### config.mk
export PLATFORM = sky130hd
export DESIGN_NAME = ad9361_tx_burst_shaper
export DESIGN_NICKNAME = d
export VERILOG_FILES = /design/src/rtl/ad9361_tx_pkg.sv /design/src/rtl/ad9361_tx_ramp_mul.sv /design/src/rtl/ad9361_tx_burst_shaper.sv
export SDC_FILE = /design/constraint.sdc
export NUM_CORES = 1
export LEC_CHECK = 0
export CORE_MARGIN = 5
export CORE_UTILIZATION = 40
export DETAILED_ROUTE_END_ITERATION = 10
export GPL_TIMING_DRIVEN = 0
export PLACE_DENSITY = 0.6
export SKIP_CTS_REPAIR_TIMING = 1
export SLEW_MARGIN = 20
export SYNTH_ARGS = -nofsm -noshare
export SYNTH_HDL_FRONTEND = slang
export SYNTH_SLANG_ARGS = --single-unit
### constraint.sdc
create_clock -name clk -period 12.35 [get_ports clk]
set_input_delay 1.8525 -clock clk [delete_from_list [all_inputs] [get_ports clk]]
set_output_delay 1.8525 -clock clk [all_outputs]
set_load 0.01 [all_outputs]
### src/rtl/ad9361_tx_pkg.sv
// Shared definitions for the AD9361 TX burst shaper.
//   tx_state_e   : burst-shaper state encoding
//   GAP_CNT_W    : width of the inter-burst gap strobe counter
//   ramp_cnt_w() : ramp counter width; holds 0..2^log2_len inclusive
//   in_burst()   : states during which tx_active is asserted
package ad9361_tx_pkg;

  typedef enum logic [2:0] {
    ST_IDLE,
    ST_RAMP_UP,
    ST_BODY,
    ST_RAMP_DOWN,
    ST_GAP
  } tx_state_e;

  localparam int GAP_CNT_W = 8;

  function automatic int ramp_cnt_w(input int log2_len);
    return log2_len + 1;
  endfunction

  function automatic logic in_burst(input tx_state_e s);
    return (s == ST_RAMP_UP) || (s == ST_BODY) || (s == ST_RAMP_DOWN);
  endfunction

endpackage

### src/rtl/ad9361_tx_ramp_mul.sv
// Combinational ramp gain for one I/Q pair: y = (x * gain) >>> LOG2_RAMP_LENGTH.
//   x_i, x_q : signed input sample
//   gain     : unsigned gain 0..2^LOG2_RAMP_LENGTH (full scale is identity)
//   y_i, y_q : scaled sample; gain never exceeds full scale, so no overflow
module ad9361_tx_ramp_mul
  import ad9361_tx_pkg::*;
#(
  parameter int DATA_WIDTH       = 12,
  parameter int LOG2_RAMP_LENGTH = 3
) (
  input  logic signed [DATA_WIDTH-1:0]                    x_i,
  input  logic signed [DATA_WIDTH-1:0]                    x_q,
  input  logic        [ramp_cnt_w(LOG2_RAMP_LENGTH)-1:0]  gain,
  output logic signed [DATA_WIDTH-1:0]                    y_i,
  output logic signed [DATA_WIDTH-1:0]                    y_q
);

  localparam int GW = ramp_cnt_w(LOG2_RAMP_LENGTH);
  localparam int PW = DATA_WIDTH + LOG2_RAMP_LENGTH + 1;

  // Arithmetic shift floors toward -inf; the truncating cast is exact.
  function automatic logic signed [DATA_WIDTH-1:0] scale(
    input logic signed [DATA_WIDTH-1:0] x,
    input logic        [GW-1:0]         g
  );
    logic signed [PW-1:0] xe;
    logic signed [PW-1:0] ge;
    logic signed [PW-1:0] prod;
    xe   = {{(PW-DATA_WIDTH){x[DATA_WIDTH-1]}}, x};
    ge   = {{(PW-GW){1'b0}}, g};
    prod = xe * ge;
    return DATA_WIDTH'(prod >>> LOG2_RAMP_LENGTH);
  endfunction

  assign y_i = scale(x_i, gain);
  assign y_q = scale(x_q, gain);

endmodule

### src/rtl/ad9361_tx_burst_shaper.sv
// AD9361 TX burst shaper: pulls I/Q samples one per DAC strobe, applies a
// linear ramp-up at burst start, a ramp-down tail on the last sample, then
// a zero-filled gap of MIN_GAP strobes before the next burst.
//   clk, rst            : clock, asynchronous active-high reset
//   dac_strobe          : request for one DAC sample
//   s_valid/s_ready     : upstream handshake (s_ready is combinational)
//   s_data_i/q, s_last  : upstream sample and end-of-burst marker
//   valid_out           : registered copy of dac_strobe
//   data_i/q_out        : shaped sample to DAC
//   tx_active           : burst (including ramp-down) in progress
//   underrun            : pulse when a mid-burst strobe found no sample
module ad9361_tx_burst_shaper
  import ad9361_tx_pkg::*;
#(
  parameter int DATA_WIDTH       = 12,
  parameter int LOG2_RAMP_LENGTH = 3,
  parameter int MIN_GAP          = 4
) (
  input  logic                         clk,
  input  logic                         rst,
  input  logic                         dac_strobe,
  input  logic                         s_valid,
  output logic                         s_ready,
  input  logic signed [DATA_WIDTH-1:0] s_data_i,
  input  logic signed [DATA_WIDTH-1:0] s_data_q,
  input  logic                         s_last,
  output logic                         valid_out,
  output logic signed [DATA_WIDTH-1:0] data_i_out,
  output logic signed [DATA_WIDTH-1:0] data_q_out,
  output logic                         tx_active,
  output logic                         underrun
);

  localparam int            RW    = ramp_cnt_w(LOG2_RAMP_LENGTH);
  localparam logic [RW-1:0] R_VAL = RW'(1 << LOG2_RAMP_LENGTH);
  localparam logic [RW-1:0] ONE   = RW'(1);

  tx_state_e                   state, state_nxt;
  logic [RW-1:0]               k_cnt, k_nxt;
  logic [RW-1:0]               j_cnt, j_nxt;
  logic [GAP_CNT_W-1:0]        gap_cnt, gap_nxt;
  logic signed [DATA_WIDTH-1:0] held_i, held_q;
  logic signed [DATA_WIDTH-1:0] x_i_p0, x_q_p0;
  logic signed [DATA_WIDTH-1:0] y_i_p0, y_q_p0;
  logic [RW-1:0]               gain_p0;
  logic                        take, urun_p0, act_p0;

  assign s_ready = dac_strobe & ~rst &
                   ((state == ST_IDLE) | (state == ST_RAMP_UP) | (state == ST_BODY));
  assign take    = s_valid & s_ready;

  // Stage 0: next-state, gain and operand selection
  always_comb begin
    state_nxt = state;
    k_nxt     = k_cnt;
    j_nxt     = j_cnt;
    gap_nxt   = gap_cnt;
    gain_p0   = '0;
    x_i_p0    = '0;
    x_q_p0    = '0;
    urun_p0   = 1'b0;
    case (state)
      ST_IDLE: begin
        if (take) begin
          gain_p0 = ONE;
          x_i_p0  = s_data_i;
          x_q_p0  = s_data_q;
          k_nxt   = ONE;
          j_nxt   = '0;
          state_nxt = s_last ? ST_RAMP_DOWN : ST_RAMP_UP;
        end
      end
      ST_RAMP_UP: begin
        if (take) begin
          gain_p0 = k_cnt + ONE;
          x_i_p0  = s_data_i;
          x_q_p0  = s_data_q;
          k_nxt   = k_cnt + ONE;
          // s_last wins over completing the ramp
          if (s_last) begin
            state_nxt = ST_RAMP_DOWN;
            j_nxt     = '0;
          end else if (k_cnt + ONE == R_VAL) begin
            state_nxt = ST_BODY;
          end
        end else if (dac_strobe) begin
          urun_p0 = 1'b1;
        end
      end
      ST_BODY: begin
        if (take) begin
          gain_p0 = R_VAL;
          x_i_p0  = s_data_i;
          x_q_p0  = s_data_q;
          if (s_last) begin
            state_nxt = ST_RAMP_DOWN;
            j_nxt     = '0;
          end
        end else if (dac_strobe) begin
          urun_p0 = 1'b1;
        end
      end
      ST_RAMP_DOWN: begin
        if (dac_strobe) begin
          gain_p0 = R_VAL - ONE - j_cnt;
          x_i_p0  = held_i;
          x_q_p0  = held_q;
          j_nxt   = j_cnt + ONE;
          if (gain_p0 == '0) begin
            gap_nxt   = '0;
            state_nxt = (MIN_GAP == 0) ? ST_IDLE : ST_GAP;
          end
        end
      end
      ST_GAP: begin
        if (dac_strobe) begin
          if (gap_cnt == GAP_CNT_W'(MIN_GAP - 1)) state_nxt = ST_IDLE;
          else                                    gap_nxt   = gap_cnt + 1'b1;
        end
      end
      default: state_nxt = ST_IDLE;
    endcase
  end

  // tx_active stays high through the cycle carrying the final ramp-down output
  assign act_p0 = in_burst(state_nxt) | (state == ST_RAMP_DOWN);

  ad9361_tx_ramp_mul #(
    .DATA_WIDTH       (DATA_WIDTH),
    .LOG2_RAMP_LENGTH (LOG2_RAMP_LENGTH)
  ) u_ramp_mul (
    .x_i  (x_i_p0),
    .x_q  (x_q_p0),
    .gain (gain_p0),
    .y_i  (y_i_p0),
    .y_q  (y_q_p0)
  );

  // Stage 1: registered state and DAC outputs
  always_ff @(posedge clk or posedge rst) begin
    if (rst) begin
      state      <= ST_IDLE;
      k_cnt      <= '0;
      j_cnt      <= '0;
      gap_cnt    <= '0;
      held_i     <= '0;
      held_q     <= '0;
      valid_out  <= 1'b0;
      data_i_out <= '0;
      data_q_out <= '0;
      tx_active  <= 1'b0;
      underrun   <= 1'b0;
    end else begin
      state     <= state_nxt;
      k_cnt     <= k_nxt;
      j_cnt     <= j_nxt;
      gap_cnt   <= gap_nxt;
      valid_out <= dac_strobe;
      underrun  <= urun_p0;
      tx_active <= act_p0;
      if (take) begin
        held_i <= s_data_i;
        held_q <= s_data_q;
      end
      if (dac_strobe) begin
        data_i_out <= y_i_p0;
        data_q_out <= y_q_p0;
      end
    end
  end

endmodule
==> results.cfg, run 1 <==
[critical_path]
cp_max_fo = 10
cpPeakStageDelay_ns = 0.88
worst_ep_arrival_time_ns = 8.44
worstSetupPathType = input port to flip-flop
cp_top_family = compound AO/OA/AOI/OAI gates
path_buf_inv = 6
endpoint_kind = flip-flop
crit_slowest_cell = a2111oi_0
cp.required_ns = 12.56
cp_cell_sequence = clkdlybuf4s50_1 -> buf_2 -> nand2b_1 -> nor3_1 -> clkbuf_1 -> buf_1 -> a22oi_1 -> nor2_1 -> ha_1 -> inv_1 -> fa_1 -> fa_1 -> inv_1 -> ha_1 -> and3_1 -> a2111oi_0 -> o21ai_0 -> a31oi_1 -> nor2_1 -> mux2i_1 -> nand4_1
start_kind = input port

[global_routing]
globalRouteTotalUtil_pct = 18.30
met2_usage_pct = 26.27
grt_use_met3_pct = 3.031
top_usage_layer = met1
grt_max_degree = 38
grt_pass1_wl_mm = 27.48
grt_antenna_before_repair = 0
met1_usage_pct = 27.57
overflow = 0
grt_pass1_vias = 5366

[synth]
yosys.cell_types.count = 66
synthCells = 774
synth_top_area_share_pct = 26.84
synth_flop_cell = dfrtp_1
synth.area.top_cells = dfrtp_1 (27%), fa_1 (13%), ha_1 (10%), nand2_1 (7.3%), nor2_1 (5.5%)
synth-seq-cells = 70
async_flop_share_pct = 100.0
synth_edf_count = 0
ys.warnings.count = 0
postSynthAreaPerCell_um2 = 8.433
yosys.area.top_type = dfrtp_1
synth_nets = 900
ys_seq_area_share_pct = 26.84
synth_area_um2 = 6528

[placement]
place_hpwl_mm = 13.01
finalWeightedCongestion = 0.8573
place_ws_ns = 3.765
io_buffers = 56
dp_cells = 1047

[sta]
final.setup.tns_ns = 0
rsz0062_at_grt = no
holdWs_ns = 0.4738
drv_slew = 0
postLayoutSetupSlackWorst_ns = 4.124
hold_viol_final = 0
finalSetupViolCount = 0
finClkSkew_ns = 0.01163
tightest_slew_ns = 0.9844
finalCritPeriodShare_pct = 66.60
clock.fmax_mhz = 121.6
slew_headroom_pct = 32.68
period_needed_ns = 8.226

[floorplan]
dieArea_um2 = 18970
initial_core_util_pct = 40.94
die_h_um = 137.7
core_um2 = 15940
io_pins = 57
die_x_um = 137.7
rows = 46

[clock_network]
numClockSinks = 70
root_buffer = clkbuf_16
cts_tree = yes
cts_buffers = 9
clkLatencyLatePin_ns = 0.35
max-clock-path-buffers = 2
htreeDepth = 3
clkTransAtPathRegs_ns = 0.06

[final_layout]
final_cell_mix = nand2_1 (127), nor2_1 (96), inv_1 (88)
instances_no_fill = 1063
area_delta_synth_final_pct = 17.54
num_antenna_cells = 0
drive_gt1_share_pct = 5.903
layout_commonest_cell = nand2_1
fin_nets = 968

[routing]
route.detailed.drc = 0
first_pass_iters = 5
ant_nets = 0
vias = 5406
wl_per_cell_um = 15.17
routed_wl_mm = 16.13
drtIter0Drc = 375
avgViaCountPerCell = 5.086

[pwr]
peakVddDrop_mv = 0.06358
powerDensity_nw_per_um2 = 103.2
p_leak_uw = 0.003750

[run_status]
status = finished, final reports clean

[run]
drv_cap = 0

[min_path]
hold_class = flip-flop to flip-flop
[metal layers]
layer | wire (µm) | vias to the layer above
met4 | 392 | 0
met5 | 0 | -
li1 | - | 2742
met3 | 783 | 22
met1 | 8533 | 2522
met2 | 6416 | 120
[cell usage after synthesis (all sizes together), types with 3 or more instances]
| master | n |
|---|---|
| inv | 89 |
| mux2 | 13 |
| o311ai | 3 |
| and3 | 10 |
| a31oi | 4 |
| o21a | 4 |
| nor2 | 97 |
| xnor2 | 16 |
| nor3 | 12 |
| or3 | 5 |
| nand3 | 12 |
| o2111ai | 4 |
| a22o | 5 |
| nor2b | 5 |
| xor2 | 8 |
| nand3b | 8 |
| o21ai | 21 |
| buf | 6 |
| nand4 | 5 |
| nor4 | 3 |
| or2 | 14 |
| ha | 53 |
| and2 | 4 |
| a221oi | 3 |
| nand2b | 6 |
| a21oi | 28 |
| clkbuf | 21 |
| a21o | 10 |
| a22oi | 25 |
| mux2i | 3 |
| dfrtp | 70 |
| nand2 | 127 |
| a2111oi | 3 |
| fa | 44 |
| o31ai | 3 |
[final timing paths]
check / to / slack [ns] / cells past startpoint / from
worst max-delay path: data_i_out[11] / 4.12 / 21 / dac_strobe
worst min-delay path: held_q[3] / 0.47 / 2 / held_q[3]
worst max register to register: data_i_out[11] / 5.76 / 19 / state[2]
worst min register to register: held_q[3] / 0.47 / 2 / held_q[3]
max in group asynchronous: data_q_out[1] / 9.85 / 3 / rst
min in group asynchronous: tx_active / 1.95 / 2 / rst
[sequential cells by signal (all words and copies together) (netlist names)]
name	cells
data_i_out	12
data_q_out	12
held_i	12
held_q	12
gap_cnt	8
j_cnt	4
k_cnt	4
state	3
tx_active	1
underrun	1
valid_out	1
[cell type report]
class	count	area [µm²]
multi-input combinational	587	4328
inverter	90	340.3
clock inverter	6	62.56
buffer	27	110.1
tap	216	270.3
sequential	70	1752
clock buffer	10	229.0
timing repair buffer	57	580.6
fill	1600	8270
[worst register-to-register path: stages (launching register included)]
cell       delay (ns)
dfrtp_1          0.45
nand2b_1         0.28
nor3_1           0.77
clkbuf_1         0.44
buf_1            0.45
a22oi_1          0.21
nor2_1           0.14
ha_1             0.24
inv_1            0.08
fa_1             0.43
fa_1             0.54
inv_1            0.04
ha_1             0.35
and3_1           0.21
a2111oi_0        0.88
o21ai_0          0.38
a31oi_1          0.27
nor2_1           0.07
mux2i_1          0.14
nand4_1          0.09
[stage by stage]
stage          power, µW  cell area (µm²)  utilization [%]
2_1_floorplan      459.1             6528                -
3_3_place_gp       531.5             7358            46.15
3_5_place_dp       535.6             7381            46.30
4_1_cts            799.8             7672            48.12
5_1_grt            841.5             7672            48.12
6_report           791.9             7672            48.12
[cell families (layout without fill, tap and decap cells)]
family	Yosys count	after routing	synth area share (%)
compound gates	134	134	14.49
xor+xnor	25	25	3.565
fa+ha+maj	97	97	23.65
buf+inv	117	190	6.862
flops	70	70	26.84
mux	16	16	2.760
simple gates	315	315	21.83
[power breakdown]
group	internal, µW	switching, µW
clock	156	105
sequential	282	37.6
combinational	87.5	124
total	526	266
Note: power is estimated with default switching activity, not from simulation.
==> run 2: changes to the inputs <==
==> constraint.sdc (replaced) <==
create_clock -name clk -period 7.9 [get_ports clk]
set_input_delay 1.185 -clock clk [delete_from_list [all_inputs] [get_ports clk]]
set_output_delay 1.185 -clock clk [all_outputs]
set_load 0.01 [all_outputs]
==> results.cfg, run 2 (synthesized netlist as in run 1, its figures left out) <==
[run_status]
status = finished, final reports clean

[routing]
route.detailed.drc = 0
drtIter0Drc = 378
first_pass_iters = 5
routed_wl_mm = 16.13
wl_per_cell_um = 15.17
vias = 5408
avgViaCountPerCell = 5.087
ant_nets = 0

[global_routing]
grt_pass1_vias = 5366
globalRouteTotalUtil_pct = 18.30
grt_pass1_wl_mm = 27.48
overflow = 0
grt_max_degree = 38
grt_antenna_before_repair = 0

[final_layout]
design_area_um2 = 7674
area_delta_synth_final_pct = 17.56
fin_nets = 968
utilization_pct = 48.13
final_cell_mix = nand2_1 (127), nor2_1 (96), inv_1 (88)
instances_no_fill = 1063
fillers = 1599
drive_gt1_share_pct = 5.903
layout_commonest_cell = nand2_1
num_antenna_cells = 0

[critical_path]
start_kind = input port
cp.required_ns = 8.11
cp_max_fo = 10
endpoint_kind = flip-flop
worst_ep_arrival_time_ns = 7.57
worstSetupPathType = input port to flip-flop

[floorplan]
core_um2 = 15940
die_x_um = 137.7
initial_core_util_pct = 40.94
io_pins = 57
die_h_um = 137.7
dieArea_um2 = 18970
rows = 46

[pwr]
clkPwrFrac_pct = 32.9
peakVddDrop_mv = 0.09940
switching_share_pct = 33.65
p_leak_uw = 0.003750
power_switching_uw = 416.6
internal_power_uw = 821.7
seqPwrFrac_pct = 40.4
powerDensity_nw_per_um2 = 161.4
power.share.combinational_pct = 26.7

[clock_network]
numClockSinks = 70
root_buffer = clkbuf_16
cts_buffers = 9
htreeDepth = 3
cts_tree = yes
max-clock-path-buffers = 2
clkLatencyLatePin_ns = 0.35
clkTransAtPathRegs_ns = 0.06

[sta]
final.setup.tns_ns = 0
slew_headroom_pct = 39.91
clock.fmax_mhz = 135.9
tightest_slew_ns = 0.8944
finClkSkew_ns = 0.01200
hold_viol_final = 0
finalSetupViolCount = 0
finalCritPeriodShare_pct = 93.16
period_needed_ns = 7.359
holdWs_ns = 0.4736
drv_slew = 0
rsz0062_at_grt = no

[placement]
io_buffers = 56
finalWeightedCongestion = 0.8573
place_area_um2 = 7381
place_hpwl_mm = 13.01
dp_cells = 1047

[run]
drv_cap = 0

[min_path]
hold_class = flip-flop to flip-flop
-- run 2: cell count changes in the layout (fill, tap and decap cells not counted) --
cell       previous run  this run
a2111oi_0             3         2
a2111oi_1             0         1
-- run 2: worst max-delay path, stage by stage --
cell,delay [ns]
clkdlybuf4s50_1,0.47
buf_2,0.19
nand2b_1,0.19
nor3_1,0.77
clkbuf_1,0.44
buf_1,0.45
a22oi_1,0.21
nor2_1,0.13
ha_1,0.24
inv_1,0.08
fa_1,0.41
fa_1,0.56
inv_1,0.05
ha_1,0.36
and3_1,0.20
a2111oi_1,0.72
o21ai_0,0.34
a31oi_1,0.26
nor2_1,0.07
mux2i_1,0.14
nand4_1,0.09
-- run 2: through the flow --
| step | worst slack (ns) | power (µW) |
|---|---|---|
| 2_1_floorplan | 1.774 | 717.6 |
| 3_3_place_gp | -0.08507 | 830.9 |
| 3_5_place_dp | -0.01740 | 837.3 |
| 4_1_cts | 0.3326 | 1250 |
| 5_1_grt | 0.1147 | 1315 |
| 6_report | 0.5406 | 1238 |
-- run 2: final timing paths --
kind	from	end	slack (ns)	cells past startpoint
max	dac_strobe	data_i_out[11]	0.54	21
min	held_q[3]	held_q[3]	0.47	2
max reg2reg	state[0]	data_i_out[11]	1.51	20
min reg2reg	held_q[3]	held_q[3]	0.47	2
max in group asynchronous	rst	data_q_out[1]	6.06	3
min in group asynchronous	rst	tx_active	1.28	2
-- run 2: cell type report --
cell class / instances / area, µm² / share of cell area [%]
inverter: 90 / 340.3 / 4.435
tap: 216 / 270.3 / 3.522
sequential: 70 / 1752 / 22.83
multi-input combinational: 587 / 4329 / 56.42
buffer: 27 / 110.1 / 1.435
timing repair buffer: 57 / 580.6 / 7.566
clock inverter: 6 / 62.56 / 0.8153
clock buffer: 10 / 229.0 / 2.984
-- run 2: layer usage --
metal  wire [µm]  vias to the layer above  GRT usage (%)  share of wire, %
met3         762                       22          3.031               4.7
met4         395                        0          6.641               2.4
met1        8566                     2516          27.57                53
li1            -                     2744              -                 -
met5           0                        -              0                 0
met2        6404                      126          26.27                40
-- run 2: power groups by stage --
| stage | clock, µW | sequential, µW | combinational [µW] |
|---|---|---|---|
| 2_1_floorplan | 0 | 498 | 219 |
| 4_1_cts | 418 | 500 | 332 |
| 3_3_place_gp | 0 | 504 | 327 |
| 6_report | 407 | 500 | 331 |
| 5_1_grt | 429 | 512 | 374 |
| 3_5_place_dp | 0 | 507 | 331 |
==> run 3: changes to the inputs <==
--- a/config.mk
+++ b/config.mk
@@ -9,7 +9,7 @@
 export CORE_UTILIZATION = 40
 export DETAILED_ROUTE_END_ITERATION = 10
 export GPL_TIMING_DRIVEN = 0
-export PLACE_DENSITY = 0.6
+export PLACE_DENSITY = 0.62
 export SKIP_CTS_REPAIR_TIMING = 1
 export SLEW_MARGIN = 20
 export SYNTH_ARGS = -nofsm -noshare
==> results.cfg, run 3 (synthesized netlist as in run 1, its figures left out) <==
[floorplan]
rows = 46
die_h_um = 137.7
initial_core_util_pct = 40.94
core_um2 = 15940
dieArea_um2 = 18970
die_x_um = 137.7
io_pins = 57

[placement]
dp_cells = 1047
place_hpwl_mm = 12.72
finalWeightedCongestion = 0.8422
io_buffers = 56

[final_layout]
instances_no_fill = 1063
area_delta_synth_final_pct = 18.40
seq_area_um2 = 1752
drive_gt1_share_pct = 6.139
final_cell_mix = nand2_1 (127), nor2_1 (96), inv_1 (88)
fin_nets = 968
multi_input_comb_area_um2 = 4333
layout_commonest_cell = nand2_1
fillers = 1558
num_antenna_cells = 0

[clock_network]
max-clock-path-buffers = 2
clkLatencyLatePin_ns = 0.35
root_buffer = clkbuf_16
numClockSinks = 70
clkTransAtPathRegs_ns = 0.06
cts_tree = yes
htreeDepth = 3
cts_buffers = 9

[routing]
routed_wl_mm = 15.82
first_pass_iters = 5
ant_nets = 0
vias = 5430
drtIter0Drc = 414
route.detailed.drc = 0
avgViaCountPerCell = 5.108
wl_per_cell_um = 14.88

[sta]
clock.fmax_mhz = 135.7
rsz0062_at_grt = no
finalSetupViolCount = 0
hold_viol_final = 0
final.setup.tns_ns = 0
drv_slew = 0
period_needed_ns = 7.369
finalCritPeriodShare_pct = 93.27
finClkSkew_ns = 0.007804
slew_headroom_pct = 29.39
tightest_slew_ns = 1.032

[pwr]
peakVddDrop_mv = 0.1151
p_leak_uw = 0.003782
powerDensity_nw_per_um2 = 167.1

[critical_path]
endpoint_kind = flip-flop
cp-startpoint = dac_strobe
cp_cell_sequence = clkdlybuf4s50_1 -> buf_2 -> nand2b_1 -> nor3_2 -> clkbuf_1 -> buf_1 -> a22oi_1 -> nor2_1 -> ha_1 -> inv_1 -> fa_1 -> fa_1 -> inv_1 -> ha_1 -> and3_1 -> a2111oi_0 -> o21ai_0 -> a31oi_1 -> nor2_1 -> mux2i_1 -> nand4_1
worstReg2RegStart = state[0]
cp_top_family = compound AO/OA/AOI/OAI gates
crit_slowest_cell = a2111oi_0
cpPeakStageDelay_ns = 0.91
cp_max_fo = 10
cp.required_ns = 8.11
path_buf_inv = 6
worstSetupPathType = input port to flip-flop
start_kind = input port
worst_ep_arrival_time_ns = 7.58

[global_routing]
grt_pass1_wl_mm = 26.97
met2_usage_pct = 25.84
grt_antenna_before_repair = 0
met1_usage_pct = 27.02
globalRouteTotalUtil_pct = 18.12
grt_pass1_vias = 5332
top_usage_layer = met1
grt_use_met3_pct = 3.543
overflow = 0
grt_max_degree = 40

[run_status]
status = finished, final reports clean

[run]
drv_cap = 0

[min_path]
hold_class = flip-flop to flip-flop
holdCritStartpoint = held_q[7]
==> run 3: cell type report <==
type,instances,share of cell area [%]
Inverter,90,4.403
Multi-Input combinational cell,587,56.06
Timing Repair Buffer,57,7.512
Tap cell,216,3.497
Clock buffer,12,3.448
Clock inverter,4,0.9875
Sequential cell,70,22.66
Buffer,27,1.425
==> run 3: path summary, 6_finish.rpt <==
| path | endpoint | slack, ns | cells past startpoint |
|---|---|---|---|
| worst max register to register | data_i_out[11] | 1.49 | 20 |
| worst max-delay path | data_i_out[11] | 0.53 | 21 |
| min in group asynchronous | state[0] | 1.27 | 2 |
| worst min register to register | held_q[7] | 0.47 | 2 |
| max in group asynchronous | data_q_out[3] | 6.07 | 3 |
| worst min-delay path | held_q[7] | 0.47 | 2 |
==> run 3: per-layer routing <==
metal  share of wire, %  vias up
li1                   -     2745
met1                 52     2536
met2                 41      130
met3                5.1       19
met4                2.3        0
met5                  0        -
==> run 3: through the flow <==
stage               utilization, %  worst slack [ns]  cell area [µm²]  hold slack, ns  power (µW)
global placement             46.15          -0.08570             7358          0.4582       828.8
floorplan                        -             1.774             6528          0.4465       717.6
finish                       48.48            0.5315             7729          0.4712        1291
global route                 48.48            0.1842             7729          0.4972        1379
CTS                          48.45            0.3424             7724          0.4773        1307
detailed placement           46.30          -0.01808             7381          0.4632       833.7
==> run 3: where the power goes <==
group,total [µW],internal (µW),switching [µW]
registers,500,442,58.6
clock network,463,303,159
logic,328,137,192
total,1290,882,410
==> run 3: worst reg2reg max path, cell delays in order (launching register included) <==
cell       delay [ns]
dfrtp_1          0.46
and2_1           0.17
clkbuf_1         0.18
nor3_2           0.43
clkbuf_1         0.42
buf_1            0.45
a22oi_1          0.21
nor2_1           0.13
ha_1             0.24
inv_1            0.09
fa_1             0.43
fa_1             0.55
inv_1            0.04
ha_1             0.35
and3_1           0.21
a2111oi_0        0.91
o21ai_0          0.41
a31oi_1          0.30
nor2_1           0.07
mux2i_1          0.15
nand4_1          0.09
